[src/rtl/cascade_counter_pkg.sv]
// Shared definitions for the cascaded time counter: default per-level maxima,
// count direction encoding and a constant-foldable ceil(log2) helper.
package cascade_counter_pkg;

  localparam int unsigned MAX_SEC = 59;
  localparam int unsigned MAX_MIN = 59;
  localparam int unsigned MAX_HR  = 23;

  typedef enum logic {
    DIR_UP   = 1'b0,
    DIR_DOWN = 1'b1
  } dir_e;

  // Smallest r with 2**r >= v; used to size the prescaler counter.
  function automatic int unsigned clog2(input int unsigned v);
    int unsigned r;
    r = 0;
    for (longint unsigned p = 1; p < v; p = p << 1) begin
      r++;
    end
    return r;
  endfunction

endpackage

[src/rtl/cascade_counter_tick_prescaler.sv]
// Single-clock prescaler: counts 0..DIV-1 while enabled and raises a one-cycle
// tick (combinational) while it sits at DIV-1, i.e. in the cycle whose closing
// edge wraps it back to 0. Holding enabled low freezes the count; clear forces
// it back to 0 on the next edge.
module tick_prescaler
  import cascade_counter_pkg::*;
#(
  parameter int unsigned DIV = 10
) (
  input  logic clock,
  input  logic reset,
  input  logic enabled,
  input  logic clear,
  output logic tick
);

  localparam int unsigned CW   = (clog2(DIV) < 1) ? 1 : clog2(DIV);
  localparam logic [CW-1:0] LAST = CW'(DIV - 1);

  logic [CW-1:0] cnt_q;
  logic [CW-1:0] cnt_d;

  assign tick = enabled && (cnt_q == LAST);

  // Next prescaler value: clear beats wrap beats increment; disabled holds.
  always_comb begin
    cnt_d = cnt_q;
    if (clear) begin
      cnt_d = '0;
    end else if (tick) begin
      cnt_d = '0;
    end else if (enabled) begin
      cnt_d = cnt_q + 1'b1;
    end
  end

  // Prescaler state register.
  always_ff @(posedge clock) begin
    if (reset) begin
      cnt_q <= '0;
    end else begin
      cnt_q <= cnt_d;
    end
  end

endmodule

[src/rtl/cascade_counter.sv]
// Cascaded N-level time counter (sec/min/hr style) with built-in prescaler.
// Level 0 steps once per DIV = CLK_FREQ/TICK_HZ clocks (DIV must be >= 2);
// level i steps only when every lower level wraps on the same step. A new
// value is loaded through load_valid/load_ready; out-of-range fields load as 0.
// Optional macro CASCADE_COUNTER_DOWN_EN adds a 'direction' input (1 = down).
module cascade_counter
  import cascade_counter_pkg::*;
#(
  parameter int unsigned CLK_FREQ = 1000000,
  parameter int unsigned TICK_HZ  = 1,
  parameter int unsigned LEVELS   = 3,
  parameter int unsigned DIGIT_W  = 6,
  parameter logic [LEVELS*DIGIT_W-1:0] MAX_VALS = {6'd59, 6'd59, 6'd59}
) (
  input  logic                        clock,
  input  logic                        reset,
  input  logic                        enabled,
  input  logic                        load_valid,
  output logic                        load_ready,
  input  logic [LEVELS*DIGIT_W-1:0]   load_data,
  output logic [LEVELS*DIGIT_W-1:0]   count_out,
  output logic                        tick,
  output logic                        carry_out
`ifdef CASCADE_COUNTER_DOWN_EN
  ,
  input  logic                        direction
`endif
);

  localparam int unsigned DIV = CLK_FREQ / TICK_HZ;
  localparam int unsigned VW  = LEVELS * DIGIT_W;

  // Replace every field above its level maximum by zero.
  function automatic logic [VW-1:0] clamp_load(input logic [VW-1:0] v);
    logic [DIGIT_W-1:0] f;
    clamp_load = '0;
    for (int k = 0; k < int'(LEVELS); k++) begin
      f = v[k*DIGIT_W +: DIGIT_W];
      clamp_load[k*DIGIT_W +: DIGIT_W] =
        (f > MAX_VALS[k*DIGIT_W +: DIGIT_W]) ? '0 : f;
    end
  endfunction

  dir_e dir;
`ifdef CASCADE_COUNTER_DOWN_EN
  assign dir = dir_e'(direction);
`else
  assign dir = DIR_UP;
`endif

  logic [VW-1:0] count_q;
  logic [VW-1:0] count_d;
  logic          tick_q;
  logic          carry_q;
  logic          rdy_arm_q;
  logic          load_ready_q;
  logic          step;
  logic          load_acc;
  logic          all_lim;

  assign load_acc = load_valid && load_ready_q;

  tick_prescaler #(
    .DIV(DIV)
  ) u_prescaler (
    .clock  (clock),
    .reset  (reset),
    .enabled(enabled),
    .clear  (load_acc),
    .tick   (step)
  );

  // Per-level next value and the "all lower levels at their limit" chain.
  // The limit is max for up-counting (>= so stray values still wrap) and
  // zero for down-counting.
  for (genvar i = 0; i < int'(LEVELS); i++) begin : g_lvl
    logic [DIGIT_W-1:0] cur;
    logic [DIGIT_W-1:0] lim;
    logic               at_lim;
    logic               lower_lim;

    assign cur    = count_q[i*DIGIT_W +: DIGIT_W];
    assign lim    = MAX_VALS[i*DIGIT_W +: DIGIT_W];
    assign at_lim = (dir == DIR_DOWN) ? (cur == '0) : (cur >= lim);

    if (i == 0) begin : g_first
      assign lower_lim = 1'b1;
    end else begin : g_rest
      assign lower_lim = g_lvl[i-1].lower_lim & g_lvl[i-1].at_lim;
    end

    assign count_d[i*DIGIT_W +: DIGIT_W] =
      !lower_lim         ? cur :
      (dir == DIR_DOWN)  ? (at_lim ? lim : cur - 1'b1) :
                           (at_lim ? '0  : cur + 1'b1);
  end

  assign all_lim = g_lvl[LEVELS-1].lower_lim & g_lvl[LEVELS-1].at_lim;

  // load_ready comes up two edges after reset is released.
  always_ff @(posedge clock) begin
    if (reset) begin
      rdy_arm_q    <= 1'b0;
      load_ready_q <= 1'b0;
    end else begin
      rdy_arm_q    <= 1'b1;
      load_ready_q <= rdy_arm_q;
    end
  end

  // Count register with aligned tick/carry pulses; a load suppresses the step.
  always_ff @(posedge clock) begin
    if (reset) begin
      count_q <= '0;
      tick_q  <= 1'b0;
      carry_q <= 1'b0;
    end else if (load_acc) begin
      count_q <= clamp_load(load_data);
      tick_q  <= 1'b0;
      carry_q <= 1'b0;
    end else begin
      tick_q  <= step;
      carry_q <= step && all_lim;
      if (step) begin
        count_q <= count_d;
      end
    end
  end

  assign load_ready = load_ready_q;
  assign count_out  = count_q;
  assign tick       = tick_q;
  assign carry_out  = carry_q;

endmodule

[config.mk]
export PLATFORM = sky130hd
export DESIGN_NAME = cascade_counter
export DESIGN_NICKNAME = d
export VERILOG_FILES = /design/src/rtl/cascade_counter_pkg.sv /design/src/rtl/cascade_counter_tick_prescaler.sv /design/src/rtl/cascade_counter.sv
export SDC_FILE = /design/constraint.sdc
export NUM_CORES = 1
export LEC_CHECK = 0
export ABC_AREA = 0
export CORE_ASPECT_RATIO = 0.6
export CORE_UTILIZATION = 45
export DETAILED_ROUTE_END_ITERATION = 6
export PLACE_DENSITY = 0.85
export SYNTH_ARGS = -nofsm -noshare
export SYNTH_HDL_FRONTEND = slang
export SYNTH_SLANG_ARGS = --single-unit
[constraint.sdc]
create_clock -name clock -period 2.84 [get_ports clock]
set_input_delay 0.852 -clock clock [delete_from_list [all_inputs] [get_ports clock]]
set_output_delay 0.852 -clock clock [all_outputs]
set_load 0.05 [all_outputs]
Word-level counts from Yosys, hierarchy flattened
Cells that the tools add are included.
{"block": "word_totals", "out_inout_bits": 21, "regBits": 42, "wordCells": 42, "inputBits": 22}
{"block": "op_classes", "reduce_logical": 10, "addsub": 4, "muxes": 11, "order_cmp": 6, "n_eq_ne": 1, "bitwise": 2}
{"cell": "$mux 6", "n": 8}
{"cell": "$mux 18", "n": 2}
{"cell": "$add 20x1->20 const B", "n": 1}
{"cell": "$eq 20x20->1 const B", "n": 1}
{"cell": "$add 6x1->6 const B", "n": 3}
{"cell": "$ge 6x6->1 const B", "n": 3}
{"cell": "$gt 6x6->1 const B", "n": 3}
{"cell": "$reduce_bool 2->1", "n": 3}
{"cell": "$reduce_and 2->1", "n": 2}
{"cell": "$logic_and 1x1->1", "n": 3}
{"cell": "$reduce_or 3->1", "n": 1}
{"cell": "$and 1x1->1", "n": 2}
{"cell": "$reduce_or 2->1", "n": 1}
{"cell": "$mux 1", "n": 1}

Longest topological paths before layout
Gate-level depths: netlist of the first run.
{"block": "depth", "ltp_word": 5, "mapped_depth": 7}

Hierarchy
From an unflattened synthesis of the first run, not the netlist that was laid out.
{"block": "hier_totals", "cells_unflattened": 266, "area_unflattened_um2": 2259.7}
{"module": "cascade_counter", "area_per_inst_um2": 1322.5, "cells_per_inst": 160, "n_inst": 1}
{"module": "tick_prescaler", "area_per_inst_um2": 937.1, "cells_per_inst": 106, "n_inst": 1}

Worst setup path before layout of the first run
No wires, ideal clock.
{"block": "synth_timing", "kind": "input port to flip-flop", "start": "in enabled", "end": "reg count_q[12] (netlist: count_out[12])", "arrival_ns": 2.925, "setup_ns": 0.116, "path_slack_ns": -0.201, "n_path_buf": 2, "path_stages": 7, "cell_sequence": "buf_4 > or3b_1 > or4_4 > or4_1 > buf_2 > a221o_1 > o211a_1"}
{"block": "synth_between", "elab_chain_len": 3}
{"item": "from (decl)", "line_no": "cascade_counter.sv:17", "text": "input logic enabled,"}
{"item": "$logic_and 1x1->1", "line_no": "cascade_counter_tick_prescaler.sv:23", "text": "assign tick = enabled && (cnt_q == LAST);"}
{"item": "$reduce_bool 2->1 (no source line)"}
{"item": "$reduce_and 2->1 (no source line)"}
{"item": "to (signal assigned)", "line_no": "cascade_counter.sv:118", "text": "count_q <= clamp_load(load_data);"}
{"item": "to (signal assigned)", "line_no": "cascade_counter.sv:125", "text": "count_q <= count_d;"}
{"item": "to (decl)", "line_no": "cascade_counter.sv:51", "text": "logic [VW-1:0] count_q;"}
No other way between the ends.
A chain may end at the register's enable or synchronous reset.

Worst setup path after layout of the first run
Same ends and word-level chain as after synthesis.

==> impl_metrics.yaml, run 1 <==
setup_path:
  critPathLaunchType: "input pin"
  crit_chain: "dlygate4sd2_1, or3b_4, or4_4, or4_4, a221o_1, o211a_1"
  r2r_setup_slack_ns: 0.38
  worstPathRequired_ns: 3.04
  cpMostUsedCell: "or4_4"
  critical_path_peak_fanout: 4
  regToRegStartpoint: "u_prescaler.cnt_q[10]$_SDFFE_PP0P_"
  crit_path_top_delay_cell: "or4_4"
  cp-end-kind: "flip-flop"
  path_class: "in -> reg"
  worstRegToRegCells: 5
  r2r-end: "count_out[12]$_SDFFE_PP0P_"
  cp_data_arrival_time_ns: 2.98
  critPathMaxStageDelay_ns: 0.56
grt:
  grt_max_degree: 29
  grt_overflow: 0
  grt_pass1_vias: 1992
  grt_pass1_wl_um: 9720
  grtUsageTotal_pct: 24.4
  antenna_found_initial: 0
yosys:
  synth_area_sq_um: 2160
  synth_top_family_by_area: "simple AND/OR/NAND/NOR gates"
  synth-seq-area-share_pct: 38.9
  ys_ff_latch: 42
  synth_mux_area_share_pct: 0.927
  synth_top_area_share_pct: 38.9
  syn_nets: 282
  yosys.area_share.simple_pct: 25.3
  synthCells: 256
  netlist.top_cell.by_area: "dfxtp_1"
  synth-compound-area-share_pct: 20.6
  async_flop_share_pct: 0
  synth-adder-area-share_pct: 2.32
  synth_enable_flop_cells: 0
  synthTopCellsByArea: "dfxtp_1 (39%), nor2_1 (6.3%), xor2_1 (5.3%)"
  synth_area_per_cell_sq_um: 8.44
  ys_warn_count: 0
  synth-xor-area-share_pct: 8.92
  ys.flop_type: "dfxtp_1"
  synth_cell_types: 47
routing:
  via_per_inst: 5.73
  final_antenna_net_count: 0
  drt-total-wl_um: 5690
  route.detailed.drc: 0
  post_drt_wl_per_cell_um: 15.2
  drt-pass1-iter-count: 5
  drt-initial-drc-count: 112
  routed-via-count: 2142
floorplanning:
  start_util_pct: 47.1
  coreArea_sq_um: 4590
  row_count: 19
  io-pin-count: 43
  die_area_sq_um: 5090
  die_y_um: 55.7
  die_w_um: 91.4
cells_and_area:
  stdcell_count: 374
  layout.nets: 336
  fin_area_sq_um: 2850
  drive_above_1_share_pct: 8.68
  antennaDiodeCount: 0
  syn_to_final_growth_pct: 32.2
sta:
  fin_tns_setup_ns: 0
  relSlewSlack_pct: 64.9
  period_minus_slack_ns: 2.79
  maxSlewViolCount: 0
  rsz0062_at_grt: "no"
  fin_skew_ns: 0.00924
  min_period_over_period_pct: 98.2
  finalSetupViolCount: 0
  fmax_ghz: 0.359
  finalHoldViolCount: 0
  fin_hold_ws_ns: 0.448
  worst_pin_slew_ns: 0.520
place:
  placed_cells: 365
  placed_area_sq_um: 2750
  gp_congestion: 0.865
  io_buffers: 42
  dp_hpwl_um: 4200
pwr:
  finalPower_mw: 1.18
  seqPwrFrac_pct: 52.0
  power.leakage_nw: 1.02
  switching_share_pct: 26.4
  power.share.clock_pct: 34.9
  pwr-share-comb_pct: 13.1
  p_per_area_nw_per_um2: 413
  switchingPower_uw: 311
  internal_power_uw: 868
  ir_worst_vdd_mv: 0.185
min_path:
  hold_end: "load_ready$_SDFF_PP0_"
  worstHoldStart: "rdy_arm_q$_DFF_P_"
  hold_path_depth: 1
  hold_path.class: "reg -> reg"
clock_network:
  clkSinkCount: 42
  tritoncts: "done"
  path_clk_slew_ns: 0.09
  clock_latency_ns: 0.31
  cts_buffer_depth: 2
  cts-hold-fix-buffers: 0
  clock-root-buffer: "clkbuf_8"
  cts_buffers: 5
  h-tree-depth: 2
job:
  maxCapViolations: 0
run_status:
  status: "complete, no violations"
## per-layer routing
layer / track usage, % / up-vias / part of all wire, %
li1: - / 1049 / -
met1: 36.0 / 1022 / 49
met2: 34.2 / 65 / 43
met3: 6.69 / 6 / 6.6
met4: 7.71 / 0 / 1.3
met5: 0 / - / 0
## critical path, delay by kind of cell
kind,cells,cell delay [ns]
compound gates,2,0.45
buf+inv,1,0.22
simple gates,3,1.46
## kinds of logic after synthesis
family	after synthesis
compound gates	62
xor+xnor	22
fa+ha+maj	4
buf+inv	16
flops	42
mux	2
simple gates	108
## layout make-up
type,count,area (sq um)
Fill cell,388,1730
Multi-Input combinational cell,198,1260
Sequential cell,42,841
Timing Repair Buffer,58,564
Clock buffer,7,86.3
Tap cell,63,78.8
Inverter,5,18.8
Clock inverter,1,5.00
## cell usage in the layout (no fill, tap or decap), types with 4 or more instances in the layout
master and n:
nand4_1 5, a21oi_1 13, inv_1 5, clkbuf_8 6
buf_4 14, nand2_1 20, a21o_1 4, xor2_1 13
nand3_1 15, clkdlybuf4s50_1 41, o21ai_0 4, dfxtp_1 42
o211ai_1 6, a211oi_1 6, ha_1 4, a22oi_1 5
nor2_1 36, xnor2_1 9
## state kept, by name, summed over array words and instances (netlist names)
signal             flops
carry_out              1
tick                   1
rdy_arm_q              1
load_ready             1
u_prescaler.cnt_q     20
count_out             18
## through the flow
stage	setup slack [ns]	utilization, %
6_report	0.0516	62.2
5_1_grt	0.0280	62.2
4_1_cts	0.0742	62.2
3_5_place_dp	-0.470	60.0
3_3_place_gp	-0.445	60.0
2_1_floorplan	-0.0880	-
## synthesized netlist by cell type (all sizes together) (6+ instances only)
library cell / instances
a211oi: 6
a21oi: 13
clkbuf: 9
dfxtp: 42
nand2: 20
nand3: 15
nor2: 36
o211ai: 6
xnor2: 9
xor2: 13
## power by group through the flow
stage	clock [mW]	combinational, mW	sequential, mW
detailed placement	0	0.153	0.627
floorplan	0	0.0545	0.652
finish	0.411	0.154	0.614
global placement	0	0.150	0.626
global route	0.440	0.166	0.616
CTS	0.413	0.154	0.613
## how the worst max path moves through the flow
stage / start / to / slack [ns] / depth (start not counted)
2_1_floorplan: enabled / count_out[12]$_SDFFE_PP0P_ / -0.09 / 7
3_3_place_gp: enabled / count_out[12]$_SDFFE_PP0P_ / -0.45 / 6
3_5_place_dp: enabled / count_out[12]$_SDFFE_PP0P_ / -0.47 / 6
4_1_cts: enabled / count_out[12]$_SDFFE_PP0P_ / 0.07 / 6
5_1_grt: enabled / count_out[12]$_SDFFE_PP0P_ / 0.03 / 6
6_report: enabled / count_out[12]$_SDFFE_PP0P_ / 0.05 / 6
## repair_timing
item	CTS	global route
buffers inserted	1	0
endpoints found under the setup margin	6	0
gates resized for setup	2	0
No activity file was read; power rests on OpenSTA's default activity.
==> run 2: changes to the inputs <==
--- a/config.mk
+++ b/config.mk
@@ -9,7 +9,7 @@
 export CORE_ASPECT_RATIO = 0.6
 export CORE_UTILIZATION = 45
 export DETAILED_ROUTE_END_ITERATION = 6
-export PLACE_DENSITY = 0.85
+export PLACE_DENSITY = 0.82
 export SYNTH_ARGS = -nofsm -noshare
 export SYNTH_HDL_FRONTEND = slang
 export SYNTH_SLANG_ARGS = --single-unit
==> constraint.sdc (replaced) <==
create_clock -name clock -period 2.6 [get_ports clock]
set_input_delay 0.78 -clock clock [delete_from_list [all_inputs] [get_ports clock]]
set_output_delay 0.78 -clock clock [all_outputs]
set_load 0.05 [all_outputs]
==> run 2 against run 1 <==
Net effect:
- routed wire length fell by 4.5%
- register-to-register slack got worse by 0.27 ns
- non-clock buffer count rose by 3
- flip-flop and latch count did not move
- core utilization rose by 0.63 points
- clock power rose by 6.6%
- clock skew fell by 0.0029 ns
- highest routed layer unchanged
==> impl_metrics.yaml, run 2 (synthesized netlist as in run 1, its figures left out) <==
run_status:
  status: "complete, no violations"
sta:
  finalHoldViolCount: 0
  relSlewSlack_pct: 64.1
  fin_skew_ns: 0.00630
  rsz0062_at_grt: "no"
  finalSetupViolCount: 0
  min_period_over_period_pct: 98.7
  fmax_ghz: 0.390
  worst_pin_slew_ns: 0.532
  period_minus_slack_ns: 2.57
  maxSlewViolCount: 0
cells_and_area:
  antennaDiodeCount: 0
  syn_to_final_growth_pct: 33.5
  drive_above_1_share_pct: 10.5
  layout_commonest_cell: "dfxtp_1"
  largest_reg_flops: 20
  regMostFlops: "u_prescaler.cnt_q"
  layout.nets: 339
  final_cell_mix: "dfxtp_1 (42), clkdlybuf4s50_1 (41), nor2_1 (36)"
  post-route-util_pct: 62.8
pwr:
  power.leakage_nw: 1.03
  p_per_area_nw_per_um2: 443
  finalPower_mw: 1.28
  ir_worst_vdd_mv: 0.185
routing:
  post_drt_wl_per_cell_um: 14.4
  route.detailed.drc: 0
  drt-initial-drc-count: 83
  final_antenna_net_count: 0
  via_per_inst: 5.69
  drt-total-wl_um: 5440
  routed-via-count: 2147
  drt-pass1-iter-count: 4
clock_network:
  clock_latency_ns: 0.30
  clkSinkCount: 42
  cts_buffers: 5
  clock-root-buffer: "clkbuf_8"
  cts_buffer_depth: 2
  h-tree-depth: 2
  path_clk_slew_ns: 0.08
  tritoncts: "done"
min_path:
  hold_path.class: "reg -> reg"
grt:
  grt_overflow: 0
  busiest_layer: "met2"
  antenna_found_initial: 0
  grtUsageTotal_pct: 22.3
  grt_max_degree: 25
  met1_usage_pct: 31.8
  met3_usage_pct: 4.51
  grt_use_met2_pct: 33.3
  grt_pass1_vias: 1924
  grt_pass1_wl_um: 9090
setup_path:
  cp-end-kind: "flip-flop"
  crit_chain: "buf_2, or3b_4, or4_4, or4_4, a221o_1, o211a_1"
  critical_path_peak_fanout: 4
  crit_path_top_delay_cell: "or4_4"
  path_class: "in -> reg"
  worstPathRequired_ns: 2.79
  critPathLaunchType: "input pin"
  cpMostUsedCell: "or4_4"
  cp_data_arrival_time_ns: 2.76
  critPathMaxStageDelay_ns: 0.55
floorplanning:
  io-pin-count: 43
  die_w_um: 91.4
  die_area_sq_um: 5090
  coreArea_sq_um: 4590
  die_y_um: 55.7
  row_count: 19
  start_util_pct: 47.1
place:
  io_buffers: 42
  gp_congestion: 0.905
  dp_hpwl_um: 4100
job:
  maxCapViolations: 0
[run 2: cell types whose count changed in the layout (fill, tap and decap cells not counted)]
cell,previous run,this run
nor3b_2,0,2
nor3b_1,3,1
dlygate4sd2_1,1,0
buf_2,0,1
buf_4,14,17
[run 2: per-layer routing]
layer | share of wire [%] | vias up
li1 | - | 1063
met1 | 50 | 1004
met2 | 42 | 72
met3 | 6.2 | 8
met4 | 1.4 | 0
met5 | 0 | -
[run 2: worst paths after layout]
kind                                      from                    endpoint  slack, ns  cells after the start
max                                    enabled  count_out[12]$_SDFFE_PP0P_       0.03                      6
min                          rdy_arm_q$_DFF_P_       load_ready$_SDFF_PP0_       0.44                      1
max reg2reg  u_prescaler.cnt_q[0]$_SDFFE_PP0P_  count_out[12]$_SDFFE_PP0P_       0.11                      6
min reg2reg                  rdy_arm_q$_DFF_P_       load_ready$_SDFF_PP0_       0.44                      1
[run 2: layout make-up]
cell class	instances	area, sq um
Fill cell	385	1710
Clock inverter	1	5.00
Tap cell	63	78.8
Timing Repair Buffer	61	583
Clock buffer	7	86.3
Multi-Input combinational cell	198	1270
Inverter	5	18.8
Sequential cell	42	841
[run 2: power breakdown]
group | leakage, nW | switching [mW] | internal, mW
Sequential | 0.340 | 0.0153 | 0.655
Combinational | 0.646 | 0.0899 | 0.0801
Clock | 0.0482 | 0.223 | 0.214
[run 2: per-stage QoR]
stage	setup TNS [ns]	area [sq um]	setup slack, ns	std cells	hold slack [ns]
after CTS	0	2880	0.0358	377	0.443
after global placement	-14.67	2790	-0.577	369	0.428
after floorplan	-0.638	2190	-0.256	256	0.414
final	0	2880	0.0342	377	0.438
after detailed placement	-15.29	2790	-0.591	369	0.423
after global routing	0	2880	0.00758	377	0.460
[run 2: critical path, delay by kind of cell]
family                 cells  cell delay, ns
buffers and inverters      1            0.09
AND/OR/NAND/NOR            3            1.41
AO/OA/AOI/OAI              2            0.48
[run 2: what timing repair did]
action / in CTS / in global routing
endpoints found under the setup margin: 31 / 0
resized for setup: 5 / 0
buffers inserted: 0 / 0
hold buffers: 0 / 0
